**config.mk**
```make
export PLATFORM = sky130hd
export DESIGN_NAME = button_events
export DESIGN_NICKNAME = d
export VERILOG_FILES = /design/src/rtl/button_events_pkg.sv /design/src/rtl/button_events.sv
export SDC_FILE = /design/constraint.sdc
export NUM_CORES = 1
export LEC_CHECK = 0
export CORE_MARGIN = 10
export CORE_UTILIZATION = 40
export DETAILED_ROUTE_END_ITERATION = 6
export GPL_TIMING_DRIVEN = 0
export RECOVER_POWER = 25
export SETUP_SLACK_MARGIN = 0.3
export SLEW_MARGIN = 20
export SYNTH_ARGS = -nofsm -noshare
export SYNTH_HDL_FRONTEND = slang
export SYNTH_SLANG_ARGS = --single-unit
```
**constraint.sdc**
```tcl
create_clock -name clk -period 1.7 [get_ports clk]
set_input_delay 0.51 -clock clk [delete_from_list [all_inputs] [get_ports clk]]
set_output_delay 0.51 -clock clk [all_outputs]
set_load 0.05 [all_outputs]
```
**src/rtl/button_events_pkg.sv**
```systemverilog
// Shared timing constants for button event generation, so the firmware-visible
// press/long/repeat timing is defined in one place.
package button_events_pkg;

  localparam int TICK_HZ              = 1000;
  localparam int DEFAULT_LONG_TICKS   = 1000;
  localparam int DEFAULT_REPEAT_TICKS = 200;

  // True when a non-negative value can be represented in an unsigned field of the given width.
  function automatic bit fits_width(input longint value, input int width);
    return (value >= 0) && (value < (longint'(1) << width));
  endfunction

endpackage

```
**src/rtl/button_events.sv**
```systemverilog
// Turns a debounced button level into single-cycle press, release, short-click,
// long-press and auto-repeat events, timed in tick_en strobes.
module button_events
  import button_events_pkg::*;
#(
  parameter bit ACTIVE_LOW   = 1'b1,
  parameter int CNT_WIDTH    = 12,
  parameter int LONG_TICKS   = DEFAULT_LONG_TICKS,
  parameter int REPEAT_TICKS = DEFAULT_REPEAT_TICKS
) (
  input  logic clk,
  input  logic reset,
  input  logic tick_en,
  input  logic btn,
  output logic held,
  output logic press_evt,
  output logic release_evt,
  output logic short_evt,
  output logic long_evt,
  output logic repeat_evt
);

  typedef enum logic [1:0] {LOCKOUT, IDLE, PRESSED, HELD} state_t;

  if (LONG_TICKS < 1) begin : g_bad_long
    $error("button_events: LONG_TICKS must be at least 1");
  end
  if (!fits_width(longint'(LONG_TICKS) - 1, CNT_WIDTH)) begin : g_long_width
    $error("button_events: LONG_TICKS-1 does not fit in CNT_WIDTH");
  end
  if (REPEAT_TICKS < 0 || !fits_width(longint'(REPEAT_TICKS) - 1 + longint'(REPEAT_TICKS == 0), CNT_WIDTH)) begin : g_rep_width
    $error("button_events: REPEAT_TICKS-1 does not fit in CNT_WIDTH");
  end

  localparam logic [CNT_WIDTH-1:0] LONG_LAST   = CNT_WIDTH'(LONG_TICKS - 1);
  localparam logic [CNT_WIDTH-1:0] REPEAT_LAST =
    (REPEAT_TICKS == 0) ? '0 : CNT_WIDTH'(REPEAT_TICKS - 1);

  state_t                state;
  logic [CNT_WIDTH-1:0]  cnt;
  logic                  act;

  assign act = btn ^ ACTIVE_LOW;

  // A release always takes priority over a tick arriving in the same cycle,
  // so the counter never produces a long/repeat pulse on the way out.
  always_ff @(posedge clk) begin
    if (reset) begin
      state       <= LOCKOUT;
      cnt         <= '0;
      held        <= 1'b0;
      press_evt   <= 1'b0;
      release_evt <= 1'b0;
      short_evt   <= 1'b0;
      long_evt    <= 1'b0;
      repeat_evt  <= 1'b0;
    end else begin
      press_evt   <= 1'b0;
      release_evt <= 1'b0;
      short_evt   <= 1'b0;
      long_evt    <= 1'b0;
      repeat_evt  <= 1'b0;
      case (state)
        LOCKOUT: begin
          held <= 1'b0;
          cnt  <= '0;
          if (!act) state <= IDLE;
        end
        IDLE: begin
          cnt <= '0;
          if (act) begin
            state     <= PRESSED;
            held      <= 1'b1;
            press_evt <= 1'b1;
          end else begin
            held <= 1'b0;
          end
        end
        PRESSED: begin
          if (!act) begin
            state       <= IDLE;
            held        <= 1'b0;
            cnt         <= '0;
            release_evt <= 1'b1;
            short_evt   <= 1'b1;
          end else if (tick_en) begin
            if (cnt == LONG_LAST) begin
              state    <= HELD;
              cnt      <= '0;
              long_evt <= 1'b1;
            end else begin
              cnt <= cnt + CNT_WIDTH'(1);
            end
          end
        end
        HELD: begin
          if (!act) begin
            state       <= IDLE;
            held        <= 1'b0;
            cnt         <= '0;
            release_evt <= 1'b1;
          end else if (tick_en && (REPEAT_TICKS != 0)) begin
            if (cnt == REPEAT_LAST) begin
              cnt        <= '0;
              repeat_evt <= 1'b1;
            end else begin
              cnt <= cnt + CNT_WIDTH'(1);
            end
          end
        end
        default: begin
          state <= LOCKOUT;
          held  <= 1'b0;
          cnt   <= '0;
        end
      endcase
    end
  end

endmodule

```
==> reports/metrics.csv <==
stage,metric,value,unit
status,status,"finished, violations left",
status,violations,setup timing,
worst_setup_path,required,1.95,ns
cells_and_area,area_growth,33.83,%
worst_setup_path,cp_max_fo,4,
worst_setup_path,crit_path_max_incr_delay,0.44,ns
sta,clock_skew,0.005939,ns
routing,wire_per_inst,15.18,microns
synthesis,syn_avg_cell_area,8.824,sq um
routing,drc_errors,0,
synthesis,synth_cells,114,
clocking,clk_latency,0.30,ns
sta,fmaxAchievable,533.5,MHz
synthesis,synth_nets,122,
worst_setup_path,worstSetupEndpointType,register,
sta,hold_ws,0.5077,ns
routing,num_vias,935,
floorplan,coreArea,0.002432,sq mm
floorplan,fp.dieW,70.15,microns
worst_setup_path,crit_chain,"ha_4, and4b_1, a21o_1, buf_4, a2111o_1, o21ai_1, a22o_1",
floorplan,dieArea,0.004921,sq mm
clocking,cts_buffer_depth,2,
cells_and_area,stdcell_area,0.001346,sq mm
placed_design,dp.cells,153,
grt,grt_first_pass_wirelength,4.022,mm
clocking,cts_sinks,20,
worst_setup_path,critPathLaunchType,register,
synthesis,yosysUniqueCellTypes,35,
floorplan,fp.dieH,70.15,microns
clocking,cts_tree,done,
floorplan,start_util,41.36,%
cells_and_area,final_cells,164,
worst_setup_path,reg2reg_slack,-0.17,ns
synthesis,yosysTopAreaCellShare,39.80,%
worst_hold_path,hp-class,register to register,
sta,min_period,1.874,ns
routing,drt-initial-drc-count,44,
cells_and_area,finish.utilization,55.35,%
cells_and_area,layout-drive-gt1-share,32.84,%
placed_design,pre_cts_slack,-0.4940,ns
worst_setup_path,path_buf_inv,1,
synthesis,synth-seq-cells,20,
synthesis,synthTopCellsByArea,"dfxtp_1 (40%), a22o_1 (5.2%), ha_1 (5.0%)",
sta,fin_crit_sh,110.3,%
floorplan,row_count,18,
cells_and_area,nNetsFinal,143,
clocking,cts_made_buffers,3,
power,ir_drop,0.8260,mV
synthesis,synth.cell_area,0.001006,sq mm
worst_setup_path,worstPathArrival,2.12,ns
placed_design,place.gp.congestion,0.8059,
placed_design,post-dp-hpwl,1.608,mm
cells_and_area,antenna_cells,0,
grt,grt_pass1_vias,836,
grt,antenna_found_initial,0,
flow_run,maxCapViolations,0,
grt,overflow,0,
synthesis,ys_seq_area_share,39.80,%
clocking,postCtsHoldBufs,0,
floorplan,pin_count,10,
sta,hold_violations,0,
sta,slew_viol_final,0,
grt,grtUsageTotal,9.420,%
power,power_density,1039,mW/mm^2
sta,tightest_slew,0.3380,ns
routing,firstDrtPassIters,4,
worst_setup_path,crit_type,register to register,
worst_setup_path,critPathTopFamily,compound AO/OA/AOI/OAI gates,
clocking,cts_root_buf,clkbuf_4,
synthesis,yosys_warnings,0,
clocking,htreeDepth,1,
synthesis,synth_top_area_cell,dfxtp_1,
routing,viasPerCell,5.701,
grt,grt_max_degree,12,
sta,slew_headroom,77.39,%
sta,setup_viol,9,
power,p_leak,0.0005213,uW
routing,wirelength,2.489,mm
clocking,path_clk_slew,0.11,ns
placed_design,dpl_cell_area,0.001164,sq mm
placed_design,port_buffers,9,
sta,worst_slack,-0.1744,ns
sta,rsz0062_at_grt,yes,
routing,drtAntennaViolNets,0,
worst_setup_path,critical-path-slowest-cell,a2111o_1,
Yosys cell counts:
cell type / number
dfxtp_1: 20
nor2_1: 9
o21ai_0: 9
nand2_1: 7
nand3_1: 7
nor3_1: 7
a22o_1: 6
ha_1: 4
inv_1: 4
nor2b_1: 4
and3_1: 3
mux2i_1: 3
a211oi_1: 2
a21oi_1: 2
a22o_2: 2
a31oi_1: 2
and2_1: 2
nand2b_1: 2
nor3b_1: 2
nor4_1: 2
a2111o_1: 1
a211oi_4: 1
a21o_1: 1
a41oi_1: 1
and2b_1: 1
and3_2: 1
and4_4: 1
and4b_1: 1
buf_2: 1
clkbuf_1: 1
nand4_1: 1
nor2_2: 1
o31ai_1: 1
or3_1: 1
or4b_1: 1
state kept, by name, indices dropped and copies added (netlist names):
name	count
press_evt	1
release_evt	1
cnt	12
state	2
short_evt	1
long_evt	1
held	1
repeat_evt	1
tightest hold or removal path: stages, from the launching register on:
cell	delay, ns
dfxtp_2	0.36
nand2_1	0.07
a21oi_2	0.05
per-stage QoR:
step                power [uW]  TNS [ns]
finish                    1399    -1.412
global route              1478    -2.190
CTS                       1339    -1.513
detailed placement       969.4    -6.075
global placement         958.5    -6.107
floorplan                870.9   -0.5097
placed cells by master, fill, tap and decap left out, types with 2 or more instances in the layout:
cell and count:
nand2b_1 2, buf_4 6, nor2_1 7, a2111o_1 2, a21oi_2 2, nand2_1 6, o21ai_0 4, and3_1 3
and2_1 2, o21ai_1 4, dlymetal6s2s_1 2, a22o_2 2, nand3_1 5, nand3_2 2, buf_6 4, ha_4 2
clkbuf_4 7, a22o_1 6, nor2_4 2, a211oi_2 2, nor3b_1 2, dfxtp_4 2, inv_1 3, mux2i_1 3
nor3_1 6, nor2b_1 4, dfxtp_1 17
logic make-up after synthesis:
| family | Yosys count | synth area share (%) |
|---|---|---|
| AOI/OAI and AO/OA | 28 | 20.90 |
| and+or+nand+nor | 53 | 28.98 |
| muxes | 3 | 2.985 |
| DFF | 20 | 39.80 |
| buffers and inverters | 6 | 2.362 |
| adders and majority gates | 4 | 4.975 |
worst paths after layout:
| path | from | end | cells after the start |
|---|---|---|---|
| worst min-delay path | cnt[0] | cnt[0] | 2 |
| worst max-delay path | state[1] | cnt[11] | 7 |
| worst min register to register | cnt[0] | cnt[0] | 2 |
| worst max register to register | state[1] | cnt[11] | 7 |
repair_timing:
| action | CTS | global route |
|---|---|---|
| setup buffers | 3 | 3 |
| resized for setup | 39 | 30 |
| pin swaps | 7 | 8 |
| setup endpoints to repair | 23 | 21 |
| hold endpoints to repair | 0 | 0 |
| cloned | 1 | 0 |
area by class of cell:
type / count / area [sq um]
clock buffers: 4 / 36.28
fillers: 226 / 1086
plain buffers: 2 / 22.52
flip-flops and latches: 20 / 409.1
multi-input cells: 89 / 693.2
well taps: 30 / 37.54
inverters: 4 / 15.01
repair buffers: 15 / 132.6
power by group:
group          total [uW]  switching [uW]  internal [uW]
clock network         278             147            131
logic                 564             314            250
registers             557            39.1            518
metal layers:
layer  vias up  GRT usage (%)  share of wire, %  routed length (microns)
met2        28          14.00                47                     1159
li1        472              -                 -                        -
met5         -              0                 0                        0
met3         2          3.390               4.6                      114
met1       433          12.66                48                     1197
met4         0          1.754              0.72                       18
Power figures use the tool's default switching activity.
